$ cat src/rtl/axis_conj_frame_sched.sv
// axis_conj_frame_sched: per-frame channel/conjugate/mute scheduler; define CONJ_SCHED_FRAME_CNT_EN for frame_cnt/mute_cnt
module axis_conj_frame_sched #(
   parameter int FRAME_LEN = 4096,
   parameter int NUM_CH    = 4,
   parameter int CH_W      = 2
)(
   input  logic            s00_axis_aclk,
   input  logic            s00_axis_areset,
   input  logic            mon_tvalid,
   input  logic            mon_tready,
   input  logic            mon_tlast,
   input  logic            start,
   input  logic            stop,
   input  logic [CH_W-1:0] ref_ch,
   input  logic            mute_req,
   input  logic            err_clr,
   output logic            conj_enable,
   output logic            all_close,
   output logic [CH_W-1:0] cur_ch,
   output logic            busy,
   output logic            frame_err
`ifdef CONJ_SCHED_FRAME_CNT_EN
   ,output logic [31:0]    frame_cnt,
   output logic [15:0]     mute_cnt
`endif
);
   localparam int CW = $clog2(FRAME_LEN);
   typedef enum logic [1:0] {IDLE, RUN, DRAIN} state_t;
   state_t          r_state;
   logic [CW-1:0]   r_beat_cnt;
   logic            r_mute_pend;
   logic            w_beat, w_last, w_bnd, w_err, w_fire, w_start;
   logic [CH_W-1:0] w_next_ch;
   assign w_beat    = (r_state != IDLE) & mon_tvalid & mon_tready;
   assign w_last    = r_beat_cnt == CW'(FRAME_LEN - 1);
   // a stray tlast resyncs the frame, so it is a boundary just like a full count
   assign w_bnd     = w_beat & (w_last | mon_tlast);
   assign w_err     = w_beat & (w_last ^ mon_tlast);
   assign w_fire    = w_beat & (r_beat_cnt == '0) & r_mute_pend;
   assign w_start   = (r_state == IDLE) & start & ~stop;
   assign w_next_ch = (cur_ch == CH_W'(NUM_CH - 1)) ? '0 : cur_ch + 1'b1;
   always_ff @(posedge s00_axis_aclk or posedge s00_axis_areset)
      if (s00_axis_areset) begin
         r_state     <= IDLE;
         r_beat_cnt  <= '0;
         r_mute_pend <= 1'b0;
         cur_ch      <= '0;
         conj_enable <= 1'b0;
         all_close   <= 1'b0;
         busy        <= 1'b0;
         frame_err   <= 1'b0;
      end else begin
         all_close <= w_fire;
         frame_err <= w_err | (frame_err & ~err_clr);
         if (w_beat) r_beat_cnt <= w_bnd ? '0 : r_beat_cnt + 1'b1;
         if (w_bnd) begin
            cur_ch      <= w_next_ch;
            conj_enable <= w_next_ch == ref_ch;
         end
         if (w_fire) r_mute_pend <= 1'b0;
         else if (mute_req && r_state == RUN) r_mute_pend <= 1'b1;
         case (r_state)
            IDLE: if (w_start) begin
               r_state     <= RUN;
               busy        <= 1'b1;
               cur_ch      <= '0;
               r_beat_cnt  <= '0;
               conj_enable <= ref_ch == '0;
            end
            RUN: if (stop) begin
               if (w_bnd || (r_beat_cnt == '0 && !w_beat)) begin
                  r_state     <= IDLE;
                  busy        <= 1'b0;
                  cur_ch      <= '0;
                  conj_enable <= 1'b0;
                  r_beat_cnt  <= '0;
                  r_mute_pend <= 1'b0;
               end else r_state <= DRAIN;
            end
            DRAIN: if (w_bnd) begin
               r_state     <= IDLE;
               busy        <= 1'b0;
               cur_ch      <= '0;
               conj_enable <= 1'b0;
               r_beat_cnt  <= '0;
               r_mute_pend <= 1'b0;
            end
            default: r_state <= IDLE;
         endcase
      end
`ifdef CONJ_SCHED_FRAME_CNT_EN
   always_ff @(posedge s00_axis_aclk or posedge s00_axis_areset)
      if (s00_axis_areset) begin
         frame_cnt <= '0;
         mute_cnt  <= '0;
      end else begin
         if (w_start) frame_cnt <= '0;
         else if (w_bnd) frame_cnt <= frame_cnt + 1'b1;
         if (w_fire && mute_cnt != '1) mute_cnt <= mute_cnt + 1'b1;
      end
`endif
endmodule

$ cat config.mk
export PLATFORM = sky130hd
export DESIGN_NAME = axis_conj_frame_sched
export DESIGN_NICKNAME = d
export VERILOG_FILES = /design/src/rtl/axis_conj_frame_sched.sv
export SDC_FILE = /design/constraint.sdc
export NUM_CORES = 1
export LEC_CHECK = 0
export BUFFER_PORTS_ARGS = -buffer_cell sky130_fd_sc_hd__clkbuf_2
export CAP_MARGIN = 10
export CORE_MARGIN = 5
export CORE_UTILIZATION = 51
export CTS_CLUSTER_SIZE = 30
export DETAILED_ROUTE_END_ITERATION = 10
export PLACE_DENSITY = 0.72
export SLEW_MARGIN = 10
export SYNTH_ARGS = -nofsm -noshare
export SYNTH_HDL_FRONTEND = slang
export SYNTH_SLANG_ARGS = --single-unit
$ cat constraint.sdc
create_clock -name s00_axis_aclk -period 2.25 [get_ports s00_axis_aclk]
set_input_delay 0.225 -clock s00_axis_aclk [delete_from_list [all_inputs] [get_ports s00_axis_aclk]]
set_output_delay 0.225 -clock s00_axis_aclk [all_outputs]
set_load 0.02 [all_outputs]
==> out/qor.txt <==
number of enable flip-flop cells after synthesis: 0
H-tree levels: 1
cell count along the critical path: 9
Vias/cell: 5.62
row count: 18
P per Cell Area: 836 nW/µm²
first-pass GRT wire length: 4.72 mm
CTS tree: yes
Detailed Route WL: 2.81 mm
Crit-path slowest cell: dfrtp_1
actual slew at the worst max-slew pin: 773 ps
clk_lat worst skew: 300 ps
die height: 60.8 µm
final setup skew: 6.07 ps
Core Area: 2480 µm²
vias in the first global route: 1067
dpl hpwl: 2.06 mm
yosys warns: 0
DR WL/cell: 14.0 µm
HP Class: primary input to asynchronous set/reset pin
most frequent cells after synthesis: dfrtp_1 (21), nor2_1 (14), inv_1 (13)
Antenna Cells: 0
Peak VDD IR: 841 µV
max cap viols: 0
most numerous cell in the Yosys netlist: dfrtp_1
Yosys cell types: 40
status: finished, violations left
fin worst setup slack: -52.3 ps
# IOs: 17
total CTS buffers: 3
top cells by area, synth: dfrtp_1 (40%), ha_1 (7.6%), xnor2_1 (5.3%)
post-route ant nets: 0
Remaining Overflow, GRT: 0
placer's final routability congestion estimate: 0.842
Worst EP arrival: 2500 ps
failing checks: negative setup slack
DR pass1 iterations: 4
routed vias: 1130
CTS Buffer Depth: 2
Worst setup EP type: flop
Clock Pin Slew Worst Setup and Hold Paths: 120 ps
post-synthesis sequential area ratio: 39.9%
FFs w/ async S/R, synth: 100%
CP Cell Sequence: and4_1 > nand4_1 > or3_1 > ha_2 > and4bb_2 > o21ai_4 > a311oi_2 > buf_4 > nor2_2
Crit path required time: 2450 ps
CP Launch Point: r_beat_cnt[5]
Final Setup Violations: 3
reg2reg setup slack: -50 ps
pin count of the biggest net entering global routing: 22
worst r2r src: r_beat_cnt[5]
WP buf/inv: 1
post-synth top area share: 39.9%
synthesized flop and latch total: 21
GRT Total Usage: 17.1%
initial antenna violation count: 0
crit share post-route: 102%
Slew headroom: 48.4%
Cells after Synth: 139
Post-synth top flop: dfrtp_1
area leader, netlist: dfrtp_1
Mapped Nets: 158
Post-Syn Area: 1320 µm²
count of port buffers added during placement: 16
RSZ-0062 raised after global routing: true
RR Endpoint: r_beat_cnt[0]
Final Hold Viols: 0
leak pwr: 0.732 nW
Tmin final: 2300 ps
pre-CTS WS: -5.70 ps
fmax: 434 MHz
P&R area growth vs syn: 19.4%
Max FO, Critical Path: 3
die width: 60.8 µm
Worst Setup EP: r_beat_cnt[0]
nets@finish: 191
die area: 3700 µm²
Core Util, Final: 63.4%
share of post-route cells with drive strength above 1: 28.1%
DRC violations left: 0
crit start category: flop
Initial Util: 53.1%
syn_area_per_cell: 9.47 µm²
WS Path Type: flop to flop
Worst path max stage delay: 370 ps
Iteration-0 DRC Markers: 42
Slew Limit Fails: 0
Top delay family on crit path: simple AND/OR/NAND/NOR gates
TritonCTS Sinks: 21
clock root buffer master: clkbuf_4
reg2reg path depth: 9
-- cell usage in the layout, fill, tap and decap left out, drive strengths merged, types with 5 or more instances in the layout --
cell type	count
dfrtp	21
clkbuf	20
buf	15
nor2	14
inv	13
nand2	9
xnor2	8
ha	8
nand3	7
a21oi	7
nor4	5
-- flip-flops by register name, summed over array words and instances, names as in the netlist --
register and count:
all_close 1, busy 1, conj_enable 1, cur_ch 2
frame_err 1, r_beat_cnt 12, r_mute_pend 1, r_state 2
-- cell families (layout without fill, tap and decap cells) --
| family | count (synthesis) | in the layout | synth area share [%] |
|---|---|---|---|
| multiplexers | 2 | 2 | 1.52 |
| adder cells (fa/ha/maj) | 8 | 8 | 7.60 |
| flip-flops | 21 | 21 | 39.9 |
| AO/OA/AOI/OAI | 23 | 23 | 13.0 |
| buffers and inverters | 16 | 48 | 5.32 |
| XOR/XNOR | 10 | 10 | 6.65 |
| AND/OR/NAND/NOR | 59 | 59 | 25.9 |
-- per-layer routing --
metal | part of all wire (%) | up-vias | global-route usage [%]
li1 | - | 555 | -
met5 | 0 | - | 0
met4 | 1.2 | 0 | 7.12
met2 | 48 | 41 | 28.5
met1 | 46 | 530 | 21.7
met3 | 5.2 | 4 | 3.19
-- layout make-up --
cell class / instances / area, µm²
sequential: 21 / 526
tap: 30 / 37.5
fill: 223 / 906
inverter: 13 / 48.8
multi-input combinational: 102 / 741
timing repair buffer: 31 / 193
clock buffer: 4 / 26.3
-- worst min-delay path by stage --
stage                      endpoint  slack [ps]  cells after the start       startpoint
after floorplan           all_close         200                      1  s00_axis_areset
after global placement    cur_ch[1]         390                      2  s00_axis_areset
after detailed placement  cur_ch[0]         400                      2  s00_axis_areset
after CTS                 cur_ch[0]          60                      2  s00_axis_areset
after global routing      cur_ch[0]          70                      2  s00_axis_areset
final                     cur_ch[0]          20                      2  s00_axis_areset
-- report_power, final --
part	internal, mW	leakage (nW)	switching, mW	total [mW]
registers	0.430	0.286	0.0370	0.467
logic	0.294	0.430	0.372	0.666
clock network	0.0690	0.0150	0.112	0.181
total	0.794	0.732	0.521	1.31
-- timing repair --
action / 4_1_cts / 5_1_grt
gates cloned: 0 / 0
endpoints found under the setup margin: 1 / 4
gates resized for setup: 0 / 3
endpoints found under the hold margin: 0 / 0
hold buffers: 0 / 0
pin swaps: 0 / 3
setup buffers: 0 / 6
-- metrics by stage --
step           cells  area, µm²  setup TNS, ps  hold slack (ps)  power [mW]
2_1_floorplan    139       1320          -2.76              202       0.945
3_3_place_gp     191       1490              0              387        1.07
3_5_place_dp     191       1490          -5.70              399        1.09
4_1_cts          195       1510          -45.8             59.7        1.27
5_1_grt          201       1570           -405             74.2        1.41
6_report         201       1570           -124             25.0        1.31
Note: power is estimated with default switching activity, not from simulation.
